==> config.mk <==
export PLATFORM = sky130hd
export DESIGN_NAME = audio_freq_detector
export DESIGN_NICKNAME = d
export VERILOG_FILES = /design/src/rtl/audio_freq_detector.sv
export SDC_FILE = /design/constraint.sdc
export NUM_CORES = 1
export LEC_CHECK = 0
export BUFFER_PORTS_ARGS = -buffer_cell sky130_fd_sc_hd__buf_2
export CAP_MARGIN = 40
export CORE_MARGIN = 2
export CORE_UTILIZATION = 50
export CTS_CLUSTER_DIAMETER = 120
export CTS_CLUSTER_SIZE = 8
export DETAILED_ROUTE_END_ITERATION = 7
export GPL_ROUTABILITY_DRIVEN = 0
export GPL_TIMING_DRIVEN = 0
export PLACE_DENSITY_LB_ADDON = 0.25
export RECOVER_POWER = 25
export SYNTH_ARGS = -nofsm -noshare
export SYNTH_HDL_FRONTEND = slang
export SYNTH_SLANG_ARGS = --single-unit
==> constraint.sdc <==
create_clock -name CLOCK_50 -period 4.4 [get_ports CLOCK_50]
set_input_delay 0.44 -clock CLOCK_50 [delete_from_list [all_inputs] [get_ports CLOCK_50]]
set_output_delay 0.44 -clock CLOCK_50 [all_outputs]
set_load 0.005 [all_outputs]
==> src/rtl/audio_freq_detector.sv <==
// audio_freq_detector: recovers the tone generator's 4-bit frequency code from ADC samples.
// Zero crossings of the left channel are detected with hysteresis. The time between crossings
// is converted back to a code, debounced, and presented on freq_code.
// Optional build macro FREQ_DET_FULLPERIOD_EN: time rising-to-rising crossings only and halve
// the result, which makes the measurement immune to DC offset and duty-cycle skew.
module audio_freq_detector #(
    parameter logic signed [31:0] HYST       = 32'sd2_000_000,
    parameter logic        [19:0] TIMEOUT    = 20'd1_000_000,
    parameter int unsigned        STABLE_CNT = 3,
    parameter int unsigned        OFFSET     = 3001,
    // log2 of the half-period cycles per code step
    parameter int unsigned        CODE_SHIFT = 15
) (
    input  logic        CLOCK_50,
    input  logic        reset,
    input  logic        audio_in_available,
    input  logic [31:0] left_channel_audio_in,
    output logic        read_audio_in,
    output logic [3:0]  freq_code,
    output logic        freq_valid,
    output logic        tone_present,
    output logic        crossing_pulse
);

    localparam int unsigned    SW         = $clog2(STABLE_CNT + 1);
    localparam logic [SW-1:0]  STABLE_MAX = SW'(STABLE_CNT);
    localparam logic [20:0]    HALF       = 21'(1) << (CODE_SHIFT - 1);
    localparam logic [20:0]    OFS        = 21'(OFFSET);

    typedef enum logic [1:0] {PolUnk, PolPos, PolNeg} pol_e;

    pol_e               r_pol;
    pol_e               w_pol_next;
    logic signed [31:0] w_sample;
    logic               w_accept;
    logic               w_above;
    logic               w_below;
    logic               w_rise;
    logic               w_fall;
    logic               w_cross;
    logic               w_leave_unk;
    logic               w_timeout;

    logic [19:0]        r_cnt;
    logic [19:0]        w_hp;
    logic [20:0]        w_sum;
    logic [20:0]        w_quot;
    logic [3:0]         w_raw;

    logic               r_armed;
    logic               w_armed_next;
    logic [SW-1:0]      r_stable;
    logic [SW-1:0]      w_stable_next;
    logic [3:0]         r_last_raw;
    logic [3:0]         w_last_next;
    logic [3:0]         r_freq_code;
    logic [3:0]         w_code_next;
    logic               r_freq_valid;
    logic               w_valid_next;
    logic               r_tone;
    logic               w_tone_next;
    logic               r_cross;

    // Pop strobe follows availability directly; reset masks it so nothing is consumed in reset.
    assign read_audio_in = audio_in_available & reset;
    assign w_accept      = read_audio_in;
    assign w_sample      = left_channel_audio_in;
    assign w_above       = w_sample > HYST;
    assign w_below       = w_sample < -HYST;
    assign w_leave_unk   = w_accept && (r_pol == PolUnk) && (w_above || w_below);
    // Leaving UNK restarts the counter, so it must also override a saturated timeout.
    assign w_timeout     = (r_cnt == TIMEOUT) && !w_cross && !w_leave_unk;

    // Polarity state register.
    always_ff @(posedge CLOCK_50) begin
        if (!reset) begin
            r_pol <= PolUnk;
        end else begin
            r_pol <= w_pol_next;
        end
    end

    // Polarity next state: only accepted samples move it; timeout drops back to UNK.
    always_comb begin
        w_pol_next = r_pol;
        if (w_accept) begin
            unique case (r_pol)
                PolUnk: begin
                    if (w_above) begin
                        w_pol_next = PolPos;
                    end else if (w_below) begin
                        w_pol_next = PolNeg;
                    end
                end
                PolPos: if (w_below) w_pol_next = PolNeg;
                PolNeg: if (w_above) w_pol_next = PolPos;
                default: w_pol_next = PolUnk;
            endcase
        end
        if (w_timeout) begin
            w_pol_next = PolUnk;
        end
    end

    // Polarity outputs: crossing strobes decoded from the current state and sample.
    always_comb begin
        w_rise = w_accept && (r_pol == PolNeg) && w_above;
        w_fall = w_accept && (r_pol == PolPos) && w_below;
    end

`ifdef FREQ_DET_FULLPERIOD_EN
    assign w_cross = w_rise;
    assign w_hp    = r_cnt >> 1;
`else
    assign w_cross = w_rise | w_fall;
    assign w_hp    = r_cnt;
`endif

    // Cycle counter between qualified crossings, saturating at TIMEOUT.
    always_ff @(posedge CLOCK_50) begin
        if (!reset) begin
            r_cnt <= '0;
        end else if (w_cross || w_leave_unk) begin
            r_cnt <= '0;
        end else if (r_cnt != TIMEOUT) begin
            r_cnt <= r_cnt + 20'd1;
        end
    end

    // Half-period to code, rounding to nearest and saturating at 15.
    always_comb begin
        w_sum  = {1'b0, w_hp} + HALF;
        w_quot = (w_sum - OFS) >> CODE_SHIFT;
        if (w_sum < OFS) begin
            w_raw = 4'd0;
        end else if (w_quot > 21'd15) begin
            w_raw = 4'd15;
        end else begin
            w_raw = w_quot[3:0];
        end
    end

    // Arming, debounce, tone tracking and timeout handling.
    always_comb begin
        w_armed_next  = r_armed;
        w_stable_next = r_stable;
        w_last_next   = r_last_raw;
        w_code_next   = r_freq_code;
        w_valid_next  = 1'b0;
        w_tone_next   = r_tone;
        if (w_cross) begin
            w_armed_next = 1'b1;
            // The first crossing after arming loss has no valid start point.
            if (r_armed) begin
                w_tone_next = 1'b1;
                if (w_raw == r_last_raw) begin
                    if (r_stable != STABLE_MAX) begin
                        w_stable_next = r_stable + SW'(1);
                    end
                end else begin
                    w_stable_next = SW'(1);
                    w_last_next   = w_raw;
                end
                if ((w_stable_next == STABLE_MAX) && (w_raw != r_freq_code)) begin
                    w_code_next  = w_raw;
                    w_valid_next = 1'b1;
                end
            end
        end else if (w_timeout) begin
            w_armed_next  = 1'b0;
            w_tone_next   = 1'b0;
            w_stable_next = '0;
            if (r_freq_code != 4'd0) begin
                w_code_next  = 4'd0;
                w_valid_next = 1'b1;
            end
        end
    end

    // Measurement and output registers.
    always_ff @(posedge CLOCK_50) begin
        if (!reset) begin
            r_armed      <= 1'b0;
            r_stable     <= '0;
            r_last_raw   <= 4'd0;
            r_freq_code  <= 4'd0;
            r_freq_valid <= 1'b0;
            r_tone       <= 1'b0;
            r_cross      <= 1'b0;
        end else begin
            r_armed      <= w_armed_next;
            r_stable     <= w_stable_next;
            r_last_raw   <= w_last_next;
            r_freq_code  <= w_code_next;
            r_freq_valid <= w_valid_next;
            r_tone       <= w_tone_next;
            r_cross      <= w_cross;
        end
    end

    assign freq_code      = r_freq_code;
    assign freq_valid     = r_freq_valid;
    assign tone_present   = r_tone;
    assign crossing_pulse = r_cross;

endmodule
==> flow_metrics.env <==
export IMPL_hold_path_class="in2reg"
export IMPL_fin_cells=460
export IMPL_cpMaxStageDelayCell="or4b_4"
export IMPL_required_ps=4570
export IMPL_synthesis_area_mm2=0.00256
export IMPL_worstMarginPinSlew_ps=629
export IMPL_timing_fmax_ghz=0.248
export IMPL_synth_most_common_cell="nor2_1"
export IMPL_die_y_um=75.6
export IMPL_cp_start_kind="register"
export IMPL_ir_drop_mv=0.161
export IMPL_grt_start_max_net_pins=14
export IMPL_synth_nets=381
export IMPL_whs_ps=475
export IMPL_clock_latency_ps=300
export IMPL_yosys_area_top_type_share_pct=28.2
export IMPL_cap_violations=0
export IMPL_placedCellCount=452
export IMPL_vias=2653
export IMPL_grt_pass1_vias=2447
export IMPL_antenna_left=0
export IMPL_crit_family="compound AO/OA/AOI/OAI gates"
export IMPL_crit_fanout=10
export IMPL_setup_worst_path_end_class="register"
export IMPL_synth_area_leader_cell="dfxtp_1"
export IMPL_skew_ps=4.44
export IMPL_ioPinCount=43
export IMPL_synth_flop_cell="dfxtp_1"
export IMPL_cts_sinks=36
export IMPL_dr_pass1_iters=4
export IMPL_period_needed_ps=4030
export IMPL_hold_viol_final=0
export IMPL_clk_path_buf_depth=2
export IMPL_synth_enable_flop_cells=0
export IMPL_dieArea_mm2=0.00571
export IMPL_period_share_pct=91.6
export IMPL_initial_core_util_pct=51.1
export IMPL_antenna_found_initial=0
export IMPL_grt_pass1_wl_mm=10.7
export IMPL_setup_worst_path_class="reg2reg"
export IMPL_synthTopCellsByCount="nor2_1 (44), dfxtp_1 (36), nand2_1 (31), nand3_1 (24), o21ai_0 (18)"
export IMPL_slew_violations=0
export IMPL_drive_gt1_share_pct=14.1
export IMPL_yosys_top_cells_area="dfxtp_1 (28%), nor2_1 (6.5%), xnor2_1 (5.1%)"
export IMPL_power_uw=631
export IMPL_dpl_hpwl_mm=4.92
export IMPL_cts_tree="yes"
export IMPL_grt_remaining_overflow=0
export IMPL_diodes=0
export IMPL_syn2layout_area_growth_pct=15.4
export IMPL_fp_coreArea_mm2=0.00501
export IMPL_post_cts_repair_setup_buffers=0
export IMPL_path_buf_inv=1
export IMPL_layout_nets=430
export IMPL_clockRootBuffer="clkbuf_8"
export IMPL_drc=0
export IMPL_cp_slowest_stage_delay_ps=560
export IMPL_path_clk_slew_ps=80
export IMPL_h_tree_depth=2
export IMPL_syn_inst=340
export IMPL_avgSynthCellArea_um2=7.53
export IMPL_grtUsageTotal_pct=24.0
export IMPL_rsz0062_at_grt="no"
export IMPL_routed_via_density=5.77
export IMPL_port_buffers=42
export IMPL_routedWlPerCell_um=14.1
export IMPL_yosysUniqueCellTypes=56
export IMPL_ys_ff_latch=36
export IMPL_finalSetupViolCount=0
export IMPL_wirelength_mm=6.49
export IMPL_drtIter0Drc=210
export IMPL_ys_seq_area_share_pct=28.2
export IMPL_arrival_ps=4200
export IMPL_pwr_density_cell_mw_per_mm2=214
export IMPL_async_reset_ff_share_pct=0
export IMPL_rows=26
export IMPL_cts_made_buffers=5
export IMPL_crit_chain="ha_1, clkbuf_1, xor2_1, or4b_4, a211oi_2, xnor2_1, nand3_1, nor4_1, o21ai_0, o2bb2ai_1, o311ai_2, a2bb2oi_1"
export IMPL_fill_cells=493
export IMPL_status="completed"
export IMPL_leakagePower_nw=1.07
export IMPL_max_slew_margin_rel_pct=57.7
export IMPL_die_w_um=75.6
export IMPL_setup_tns_ps=0
export IMPL_yosys_warnings=0
-- stage by stage --
| step | setup WS (ps) | instance area (um^2) | utilization, % |
|---|---|---|---|
| 2_1_floorplan | 873 | 2560 | - |
| 3_5_place_dp | 321 | 2860 | 57.0 |
| 4_1_cts | 277 | 2950 | 58.9 |
| 3_3_place_gp | 386 | 2860 | 57.0 |
| 6_report | 370 | 2950 | 59.0 |
| 5_1_grt | 101 | 2950 | 59.0 |
-- what timing repair did --
action,4_1_cts,5_1_grt
resized for setup,0,2
hold buffers,0,0
setup endpoints to repair,0,4
-- routing by layer --
| layer | vias to the layer above | wire length (um) | track usage (%) |
|---|---|---|---|
| li1 | 1336 | - | - |
| met1 | 1243 | 2970 | 28.6 |
| met2 | 55 | 3130 | 41.2 |
| met3 | 19 | 207 | 4.37 |
| met4 | 0 | 180 | 12.3 |
| met5 | - | 0 | 0 |
-- registers in the layout (all words and copies together) (netlist names) --
register,flops
crossing_pulse,1
freq_code,4
freq_valid,1
r_armed,1
r_cnt,20
r_last_raw,4
r_pol,2
r_stable,2
tone_present,1
-- area by class of cell --
cell class	instances	area [um^2]	share of cell area [%]
repair buffers	42	201	6.82
plain buffers	17	78.8	2.67
multi-input cells	276	1730	58.6
clock inverters	3	23.8	0.805
inverters	11	41.3	1.40
flip-flops and latches	36	721	24.4
well taps	70	87.6	2.96
clock buffers	5	68.8	2.33
-- cell usage in the layout, fill, tap and decap left out, drive strengths merged, types with 3 or more instances in the layout --
cell	netlist	final
nor2	44	44
buf	2	37
dfxtp	36	36
nand2	31	31
clkbuf	15	27
nand3	24	24
o21ai	18	18
nor3	17	17
xnor2	15	15
xor2	13	13
inv	11	11
a21oi	11	11
and3	11	11
nand4	7	7
mux2i	6	6
nor4	6	6
ha	6	6
nor4b	5	5
a2bb2oi	5	5
or4	5	5
a22oi	4	4
nor2b	3	3
a21o	3	3
a31oi	3	3
a211oi	3	3
-- cell families (layout without fill, tap and decap cells) --
family	Yosys count	in the layout	synth area share (%)
simple gates	166	166	33.1
compound gates	68	68	18.3
flops	36	36	28.2
xor+xnor	28	28	9.58
buf+inv	28	78	4.69
mux	8	8	3.23
fa+ha+maj	6	6	2.93
-- path summary, 6_finish.rpt --
path                                  endpoint  slack [ps]                from  cells after the start
worst max-delay path              freq_code[0]         370           r_cnt[14]                     12
worst min-delay path            crossing_pulse         480  audio_in_available                      3
worst max register to register    freq_code[0]         370           r_cnt[14]                     12
worst min register to register    tone_present         480        tone_present                      2
-- worst reg2reg max path: cells and delay by family, from the launching register on --
kind,cells,cell delay [ps]
compound gates,5,1310
simple gates,3,1240
flops,1,520
buf+inv,1,340
xor+xnor,2,290
fa+ha+maj,1,210
-- report_power, final --
part / total (mW) / switching [mW] / internal [mW]
Combinational: 0.0494 / 0.0275 / 0.0219
Sequential: 0.331 / 0.00255 / 0.328
Clock: 0.251 / 0.139 / 0.112
Total: 0.631 / 0.169 / 0.462
Power figures use the tool's default switching activity.
